### config.mk
export PLATFORM = sky130hd
export DESIGN_NAME = ex_operand_stage
export DESIGN_NICKNAME = d
export VERILOG_FILES = /design/src/rtl/ex_operand_stage_pkg.sv /design/src/rtl/ex_operand_stage_fwd_mux.sv /design/src/rtl/ex_operand_stage.sv
export SDC_FILE = /design/constraint.sdc
export NUM_CORES = 1
export LEC_CHECK = 0
export CAP_MARGIN = 20
export CELL_PAD_IN_SITES_DETAIL_PLACEMENT = 0
export CELL_PAD_IN_SITES_GLOBAL_PLACEMENT = 1
export CORE_AREA = 5 5 148 150
export CTS_BUF_LIST = sky130_fd_sc_hd__clkbuf_4
export DETAILED_ROUTE_END_ITERATION = 8
export DIE_AREA = 0 0 153 155
export PLACE_DENSITY = 0.83
export SETUP_SLACK_MARGIN = 0.1
export SLEW_MARGIN = 20
export SYNTH_ARGS = -nofsm -noshare
export SYNTH_HDL_FRONTEND = slang
export SYNTH_SLANG_ARGS = --single-unit
### constraint.sdc
create_clock -name clk -period 3.3 [get_ports clk]
set_clock_uncertainty 0.15 [all_clocks]
set_input_delay 0.66 -clock clk [delete_from_list [all_inputs] [get_ports clk]]
set_output_delay 0.66 -clock clk [all_outputs]
set_load 0.05 [all_outputs]
### src/rtl/ex_operand_stage_pkg.sv
// Shared constants for the execute operand stage: datapath width default and
// shifter function encodings carried on out_alufn.
package ex_operand_stage_pkg;
  localparam int XLEN_DEF = 32;

  typedef enum logic [1:0] {
    ALUFN_SLL = 2'b00,
    ALUFN_SRL = 2'b01,
    ALUFN_SRA = 2'b11
  } alufn_e;
endpackage

### src/rtl/ex_operand_stage_fwd_mux.sv
// Per-source operand bypass: EX/MEM wins over MEM/WB, x0 is never bypassed,
// and a load still sitting in EX/MEM has no data yet so it cannot feed forward.
module fwd_mux
  import ex_operand_stage_pkg::*;
#(
  parameter int XLEN = XLEN_DEF
) (
  input  logic [4:0]      addr,
  input  logic [XLEN-1:0] rf_data,
  input  logic [4:0]      exmem_rd,
  input  logic            exmem_reg_write,
  input  logic            exmem_is_load,
  input  logic [XLEN-1:0] exmem_result,
  input  logic [4:0]      memwb_rd,
  input  logic            memwb_reg_write,
  input  logic [XLEN-1:0] memwb_result,
  output logic [XLEN-1:0] data
);
  logic nz;
  assign nz = (addr != 5'd0);

  always_comb begin
    data = rf_data;
    if (nz && exmem_reg_write && !exmem_is_load && exmem_rd == addr)
      data = exmem_result;
    else if (nz && memwb_reg_write && memwb_rd == addr)
      data = memwb_result;
  end
endmodule

### src/rtl/ex_operand_stage.sv
// Execute operand stage: one registered entry with bypassed operands,
// load-use stall detection and a saturating stall counter.
module ex_operand_stage
  import ex_operand_stage_pkg::*;
#(
  parameter int XLEN  = XLEN_DEF,
  parameter int CNT_W = 16
) (
  input  logic             clk,
  input  logic             rst_n,
  input  logic             in_valid,
  output logic             in_ready,
  input  logic [XLEN-1:0]  in_rs1_data,
  input  logic [XLEN-1:0]  in_rs2_data,
  input  logic [XLEN-1:0]  in_imm,
  input  logic [4:0]       in_rs1_addr,
  input  logic [4:0]       in_rs2_addr,
  input  logic [4:0]       in_rd_addr,
  input  logic [2:0]       in_funct3,
  input  logic             in_funct7b5,
  input  logic             in_is_shift,
  input  logic             in_use_imm,
  input  logic             in_reg_write,
  input  logic [4:0]       exmem_rd,
  input  logic             exmem_reg_write,
  input  logic             exmem_is_load,
  input  logic [XLEN-1:0]  exmem_result,
  input  logic [4:0]       memwb_rd,
  input  logic             memwb_reg_write,
  input  logic [XLEN-1:0]  memwb_result,
  input  logic             flush,
  output logic             out_valid,
  input  logic             out_ready,
  output logic [XLEN-1:0]  out_a,
  output logic [XLEN-1:0]  out_b,
  output logic [4:0]       out_shamt,
  output logic [1:0]       out_alufn,
  output logic [4:0]       out_rd,
  output logic             out_reg_write,
  output logic             out_is_shift,
  output logic [CNT_W-1:0] stall_cnt
);
  logic [1:0][4:0]      src_addr;
  logic [1:0][XLEN-1:0] src_rf, src_fwd;
  logic                 valid_q, load_use, accept;
  logic                 unused_funct3;

  assign src_addr = {in_rs2_addr, in_rs1_addr};
  assign src_rf   = {in_rs2_data, in_rs1_data};

  for (genvar s = 0; s < 2; s++) begin : g_fwd
    fwd_mux #(.XLEN(XLEN)) u_fwd (
      .addr           (src_addr[s]),
      .rf_data        (src_rf[s]),
      .exmem_rd       (exmem_rd),
      .exmem_reg_write(exmem_reg_write),
      .exmem_is_load  (exmem_is_load),
      .exmem_result   (exmem_result),
      .memwb_rd       (memwb_rd),
      .memwb_reg_write(memwb_reg_write),
      .memwb_result   (memwb_result),
      .data           (src_fwd[s])
    );
  end

  // Stall is conservative: a matching rs2 stalls even if the op uses the immediate.
  assign load_use = in_valid && exmem_is_load && exmem_reg_write && (exmem_rd != 5'd0) &&
                    (exmem_rd == in_rs1_addr || exmem_rd == in_rs2_addr);
  assign in_ready = !load_use && (!valid_q || out_ready);
  assign accept   = in_valid && in_ready && !flush;
  assign out_valid = valid_q;
  assign unused_funct3 = ^in_funct3[1:0];

  always_ff @(posedge clk) begin
    if (!rst_n) begin
      valid_q       <= 1'b0;
      out_a         <= '0;
      out_b         <= '0;
      out_shamt     <= '0;
      out_alufn     <= '0;
      out_rd        <= '0;
      out_reg_write <= 1'b0;
      out_is_shift  <= 1'b0;
      stall_cnt     <= '0;
    end else begin
      if (load_use && stall_cnt != {CNT_W{1'b1}})
        stall_cnt <= stall_cnt + 1'b1;

      if (flush)          valid_q <= 1'b0;
      else if (accept)    valid_q <= 1'b1;
      else if (out_ready) valid_q <= 1'b0;

      if (accept) begin
        out_a         <= src_fwd[0];
        out_b         <= in_use_imm ? in_imm : src_fwd[1];
        out_shamt     <= in_use_imm ? in_imm[4:0] : src_fwd[1][4:0];
        out_alufn     <= {in_funct7b5, in_funct3[2]};
        out_rd        <= in_rd_addr;
        out_reg_write <= in_reg_write;
        out_is_shift  <= in_is_shift;
      end
    end
  end
endmodule

==> flow_summary.yaml, run 1 <==
status:
  run_status: "finished, final reports clean"
die:
  dieHeight_um: 155
  start_util: 0.253
  floorplan.die_area_mm2: 0.0237
  io_pins: 296
  std_cell_rows: 53
  die_width_um: 153
  coreArea_mm2: 0.0206
synthesis:
  most_area_consuming_cells_after_synthesis: "dfxtp_1 35%, a21oi_1 7.1%, o21ai_0 6.8%, mux2i_1 6.7%, a22o_1 5.4%"
  post_synthesis_cell_area_mm2: 0.00520
  synth_enable_flop_cells: 0
  yosysSeqAreaShare: 0.346
  ys_flop_type: "dfxtp_1"
  synth_cell_type_count: 40
  post-synth-top-count-cell: "dfxtp_1"
  main_combinational_cell_family_by_area_after_synthesis: "compound AO/OA/AOI/OAI gates"
  syn_nets: 854
  synthXorXnorAreaFrac: 0.0387
  synth_largest_area_cell: "dfxtp_1"
  list_of_most_frequent_post_synthesis_cells: "90 x dfxtp_1, 74 x a21oi_1, 71 x o21ai_0, 56 x nand2_1, 42 x nor2_1"
  synth.mux.area_fraction: 0.137
  synthArstFlopShare: 0
  synth.yosys.warnings: 0
  average_cell_area_after_synthesis_um2: 7.97
  register_bit_count_reported_by_yosys: 90
  synth-adder-area-share: 0.00240
  synth-simple-area-share: 0.144
  post_synth_top_area_share: 0.346
  postSynthCellCount: 653
  synth_compound_area_frac: 0.252
grt:
  antenna_found_initial: 2
  grt_first_pass_wirelength_um: 30400
  grtUsageTotal: 0.161
  grt_start_max_net_pins: 65
  grt_residual_overflow: 0
  first_global_vias: 5468
clock_tree:
  cts-buffers-inserted: 9
  clockBufferDepth: 2
  clock_latency_ps: 450
  numClockSinks: 90
  clockRootBuffer: "clkbuf_4"
  post_cts.resized_instances: 0
  post_cts_buffers: 0
  tritoncts_clock_tree: "done"
  cts_hold_buf: 0
  path_clk_slew_ps: 160
  cts.htree.levels: 3
power_and_ir_drop:
  vdd_drop_max_v: 0.000166
  power_density_mw_per_mm2: 310
  total_power_mw: 2.70
  power.leakage_nw: 3.19
worst_setup_path:
  crit_path_top_delay_cell: "clkdlybuf4s50_1"
  worstSetupStartpointType: "primary input"
  worstSetupPathDepth: 6
  critical_path.cell_chain: "clkdlybuf4s50_1 > xor2_1 > nor4_2 > o2bb2ai_2 > a21oi_1 > buf_4"
  reg2reg_depth: 7
  timing.critical_path.max_delay_family: "buffers and inverters"
  timing.setup.critical_path_class: "primary input to output pin"
  path_max_fanout: 4
  cp_data_arrival_time_ps: 2260
  timing.critical_path.required_ps: 2490
  critical_path_buf_inv_count: 2
  timing.critical_path.slowest_cell_delay_ps: 470
  worstSetupEndpointType: "output pin"
final_layout:
  multi_input_comb_area_mm2: 0.00303
  sequential_cell_area_mm2: 0.00180
  number_of_nets_in_the_layout: 1133
  post_route_cells_drive_above_1_share: 0.0887
  finalInstanceArea_mm2: 0.00870
  areaGrowthSynthToFinish_pct: 67.2
  n_fill_cell: 2103
sta:
  setup-violations-final: 0
  finalWorstPathRequiredPeriod_ps: 3070
  setup-tns-final_ps: 0
  rsz0062_at_grt: "false"
  maxSlewHeadroom: 0.586
  fin_ws_ps: 228
  tightestPinTransition_ps: 621
  fmax_mhz: 326
  timing.hold.ws_ps: 322
  finalHoldViolCount: 0
  final_max_slew_viol_count: 0
  crit_share_post_route: 0.931
flow_run:
  max_cap_viol_count: 0
placed_design:
  dpl-instance-area_mm2: 0.00856
  final_weighted_congestion_in_routability_driven_placement: 0.844
  portBuffers: 293
  hpwlAfterDp_um: 15600
  place_ws_ps: -9.08
hold_path:
  holdCritPathClass: "flip-flop to flip-flop"
  holdPathStages: 2
detailed_routing:
  wl_per_cell_um: 16.9
  routed_wirelength_um: 20400
  routed-via-count: 5731
  remaining_drc_errors: 0
  drt.antenna.violating_nets: 0
  post_drt_via_cell_ratio: 4.73
  first_pass_drt_iterations: 6
  initialDrtViolationCount: 190
==> worst min-delay path, stage by stage (launching register included) <==
cell and delay (ps):
dfxtp_1 340, nand2_1 50, o21ai_0 60
==> where the power goes <==
part / total (mW) / switching (mW) / internal (mW)
registers: 1.17 / 0.0297 / 1.14
clock network: 0.646 / 0.416 / 0.230
logic: 0.884 / 0.456 / 0.428
==> worst paths after layout <==
path | slack [ps] | start | to
setup / recovery | 230 | in_rs1_addr[4] | in_ready
hold / removal | 320 | out_rd[1] | out_rd[1]
setup reg to reg | 1000 | stall_cnt[4] | stall_cnt[3]
hold reg to reg | 320 | out_rd[1] | out_rd[1]
==> flip-flops by register name, summed over array words and instances, names as in the netlist <==
register,flops
out_a,32
out_alufn,2
out_b,32
out_is_shift,1
out_rd,5
out_reg_write,1
out_valid,1
stall_cnt,16
==> layout make-up <==
class,count,share of cell area
tap,275,0.0395
clock buffer,9,0.00776
antenna,1,0.000288
clock inverter,6,0.00776
multi-input combinational,470,0.348
sequential,90,0.207
inverter,37,0.0160
timing repair buffer,324,0.374
==> cells by family (layout without fill, tap and decap cells) <==
logic type,after synthesis,in the layout
buffers and inverters,93,376
DFF,90,90
other,0,1
xor gates and xnor gates,23,23
adders and majority gates,1,1
and+or+nand+nor,155,155
AOI/OAI and AO/OA,224,224
muxes,67,67
==> stage by stage <==
step                utilization  std cells
floorplan                     -        653
global placement          0.417       1196
detailed placement        0.417       1196
CTS                       0.423       1211
global route              0.423       1212
finish                    0.423       1212
==> placed cells by master (no fill, tap or decap), types with 11 or more instances in the layout <==
| master | instances |
|---|---|
| a22o_1 | 32 |
| clkdlybuf4s50_1 | 290 |
| dfxtp_1 | 90 |
| nand2_1 | 56 |
| nand3_1 | 16 |
| mux2_2 | 21 |
| inv_1 | 37 |
| xnor2_1 | 14 |
| mux2i_1 | 35 |
| nor2_1 | 41 |
| a21oi_1 | 74 |
| mux2_1 | 11 |
| a31oi_1 | 33 |
| buf_4 | 24 |
| o21ai_0 | 71 |
==> layer usage <==
layer,vias to the layer above,part of all wire,GRT usage
met5,-,0.00054,0
met4,2,0.017,0.0399
met2,215,0.48,0.281
li1,2880,-,-
met3,23,0.084,0.0554
met1,2611,0.41,0.192
Note: power is estimated with default switching activity, not from simulation.
==> inputs of run 2 (changes only) <==
--- a/config.mk
+++ b/config.mk
@@ -12,6 +12,7 @@
 export CTS_BUF_LIST = sky130_fd_sc_hd__clkbuf_4
 export DETAILED_ROUTE_END_ITERATION = 8
 export DIE_AREA = 0 0 153 155
+export HOLD_SLACK_MARGIN = 0.1
 export PLACE_DENSITY = 0.83
 export SETUP_SLACK_MARGIN = 0.1
 export SLEW_MARGIN = 20
==> results of run 2 <==
Final layout, timing and power as in run 1 (identical DEF).
==> inputs of run 3 (changes only) <==
--- a/config.mk
+++ b/config.mk
@@ -8,12 +8,12 @@
 export CAP_MARGIN = 20
 export CELL_PAD_IN_SITES_DETAIL_PLACEMENT = 0
 export CELL_PAD_IN_SITES_GLOBAL_PLACEMENT = 1
-export CORE_AREA = 5 5 148 150
+export CORE_AREA = 5 5 145 147
 export CTS_BUF_LIST = sky130_fd_sc_hd__clkbuf_4
 export DETAILED_ROUTE_END_ITERATION = 8
-export DIE_AREA = 0 0 153 155
+export DIE_AREA = 0 0 150 152
 export HOLD_SLACK_MARGIN = 0.1
-export PLACE_DENSITY = 0.83
+export PLACE_DENSITY = 0.86
 export SETUP_SLACK_MARGIN = 0.1
 export SLEW_MARGIN = 20
 export SYNTH_ARGS = -nofsm -noshare
==> constraint.sdc (replaced) <==
create_clock -name clk -period 3 [get_ports clk]
set_clock_uncertainty 0.15 [all_clocks]
set_input_delay 0.6 -clock clk [delete_from_list [all_inputs] [get_ports clk]]
set_output_delay 0.6 -clock clk [all_outputs]
set_load 0.05 [all_outputs]
==> run 3 against run 2 <==
Against the previous run: register-to-register slack lost 360 ps; total power is 9.8% higher; via count up 2.3%; global-route usage grew 1.3 points; core utilization grew 2.7 points; combinational power up 13%; critical path depth is 1 higher; design area rose by 2.4%; sequential power up 10%; routed wire length increased by 2.0%; critical path type unchanged.
==> flow_summary.yaml, run 3 (same netlist as run 1, synthesis figures left out) <==
status:
  run_status: "finished, final reports clean"
worst_setup_path:
  reg2reg_depth: 8
  timing.critical_path.required_ps: 2250
  worstSetupEndpointType: "output pin"
  cp_data_arrival_time_ps: 2060
  worstSetupStartpointType: "primary input"
  timing.setup.critical_path_class: "primary input to output pin"
  path_max_fanout: 2
detailed_routing:
  top_layer_used: "met4"
  detail_route.wirelength.met1_um: 8520
  wl_per_cell_um: 17.0
  met3_wirelength_um: 1920
  routed-wl-met2_um: 10000
  remaining_drc_errors: 0
  routed-via-count: 5863
  post_drt_via_cell_ratio: 4.78
  first_pass_drt_iterations: 4
  routed_wirelength_um: 20800
  drt.antenna.violating_nets: 0
  initialDrtViolationCount: 231
die:
  floorplan.die_area_mm2: 0.0228
  start_util: 0.263
  coreArea_mm2: 0.0198
  dieHeight_um: 152
  io_pins: 296
  std_cell_rows: 52
  die_width_um: 150
grt:
  grt_residual_overflow: 0
  grtUsageTotal: 0.175
  grt_start_max_net_pins: 62
  antenna_found_initial: 1
  grt_first_pass_wirelength_um: 31500
  first_global_vias: 5733
placed_design:
  final_weighted_congestion_in_routability_driven_placement: 0.832
  portBuffers: 293
  dp.cells: 1205
  hpwlAfterDp_um: 15800
power_and_ir_drop:
  power_density_mw_per_mm2: 333
  power.leakage_nw: 3.30
  vdd_drop_max_v: 0.000156
clock_tree:
  cts.htree.levels: 3
  cts-buffers-inserted: 9
  clock_latency_ps: 470
  cts_hold_buf: 0
  numClockSinks: 90
  path_clk_slew_ps: 180
  clockBufferDepth: 2
  clockRootBuffer: "clkbuf_4"
  tritoncts_clock_tree: "done"
sta:
  rsz0062_at_grt: "false"
  fmax_mhz: 355
  maxSlewHeadroom: 0.572
  finalHoldViolCount: 0
  final_max_slew_viol_count: 0
  setup-tns-final_ps: 0
  crit_share_post_route: 0.938
  finalWorstPathRequiredPeriod_ps: 2810
  tightestPinTransition_ps: 642
  setup-violations-final: 0
final_layout:
  areaGrowthSynthToFinish_pct: 71.2
  layoutNonFillerInstCount: 1226
  post_route_cells_drive_above_1_share: 0.108
  registers_with_the_most_flip_flops: "out_a (32), out_b (32), stall_cnt (16)"
  final_core_util: 0.450
  commonest_non_fill_non_tap_cell_in_the_layout: "clkdlybuf4s50_1"
  number_of_nets_in_the_layout: 1151
  most-common-layout-cells: "288 x clkdlybuf4s50_1, 90 x dfxtp_1, 73 x a21oi_1"
hold_path:
  holdCritPathClass: "flip-flop to flip-flop"
  holdPathStages: 2
flow_run:
  max_cap_viol_count: 0
## run 3: cell types whose count changed in the layout (fill, tap and decap cells not counted), sizes merged
cell / change
clkinvlp: +2
buf: +18
dlymetal6s2s: +1
bufinv: -1
clkinv: -2
clkdlybuf4s50: -2
inv: +2
dlygate4sd2: +1
## run 3: stage by stage
stage                     hold slack [ps]  instance area, µm²  power (mW)  setup slack, ps
after floorplan                       521                5200        1.78              149
after global placement                294                8740        2.30             -129
final                                 326                8910        2.97              187
after detailed placement              305                8740        2.31             -132
after CTS                             288                8890        3.01              136
after global routing                  310                8910        3.12              129
## run 3: report_power, final
part	internal [mW]	switching, mW
clock	0.184	0.498
sequential	1.26	0.0322
combinational	0.490	0.506
## run 3: critical path: stages
cell and delay [ps]:
clkdlybuf4s50_1 470, xor2_1 200, nor4_2 240, buf_4 160, o2bb2ai_2 120, a21oi_2 90, buf_6 180
## run 3: timing repair
| item | 4_1_cts | 5_1_grt |
|---|---|---|
| setup buffers | 3 | 1 |
| pin swaps | 2 | 2 |
| endpoints found under the hold margin | 0 | 0 |
| endpoints found under the setup margin | 1 | 1 |
| gates resized for setup | 1 | 3 |
## run 3: per-layer routing
metal | GRT usage | vias up
met5 | 0 | -
met4 | 0.0514 | 0
met3 | 0.0623 | 27
met2 | 0.292 | 217
met1 | 0.210 | 2703
li1 | - | 2916
## run 3: final cells by class
| type | count | area (µm²) |
|---|---|---|
| Timing Repair Buffer | 342 | 3470 |
| Fill cell | 2016 | 10900 |
| Clock inverter | 7 | 61.3 |
| Multi-Input combinational cell | 470 | 3030 |
| Tap cell | 270 | 338 |
| Clock buffer | 9 | 67.6 |
| Antenna cell | 1 | 2.50 |
| Inverter | 37 | 139 |
| Sequential cell | 90 | 1800 |
## run 3: final timing paths
check / to / slack, ps / start
worst max register to register: stall_cnt[7] / 640 / stall_cnt[4]
worst min-delay path: out_rd[2] / 330 / out_rd[2]
worst min register to register: out_rd[2] / 330 / out_rd[2]
worst max-delay path: in_ready / 190 / in_rs1_addr[1]
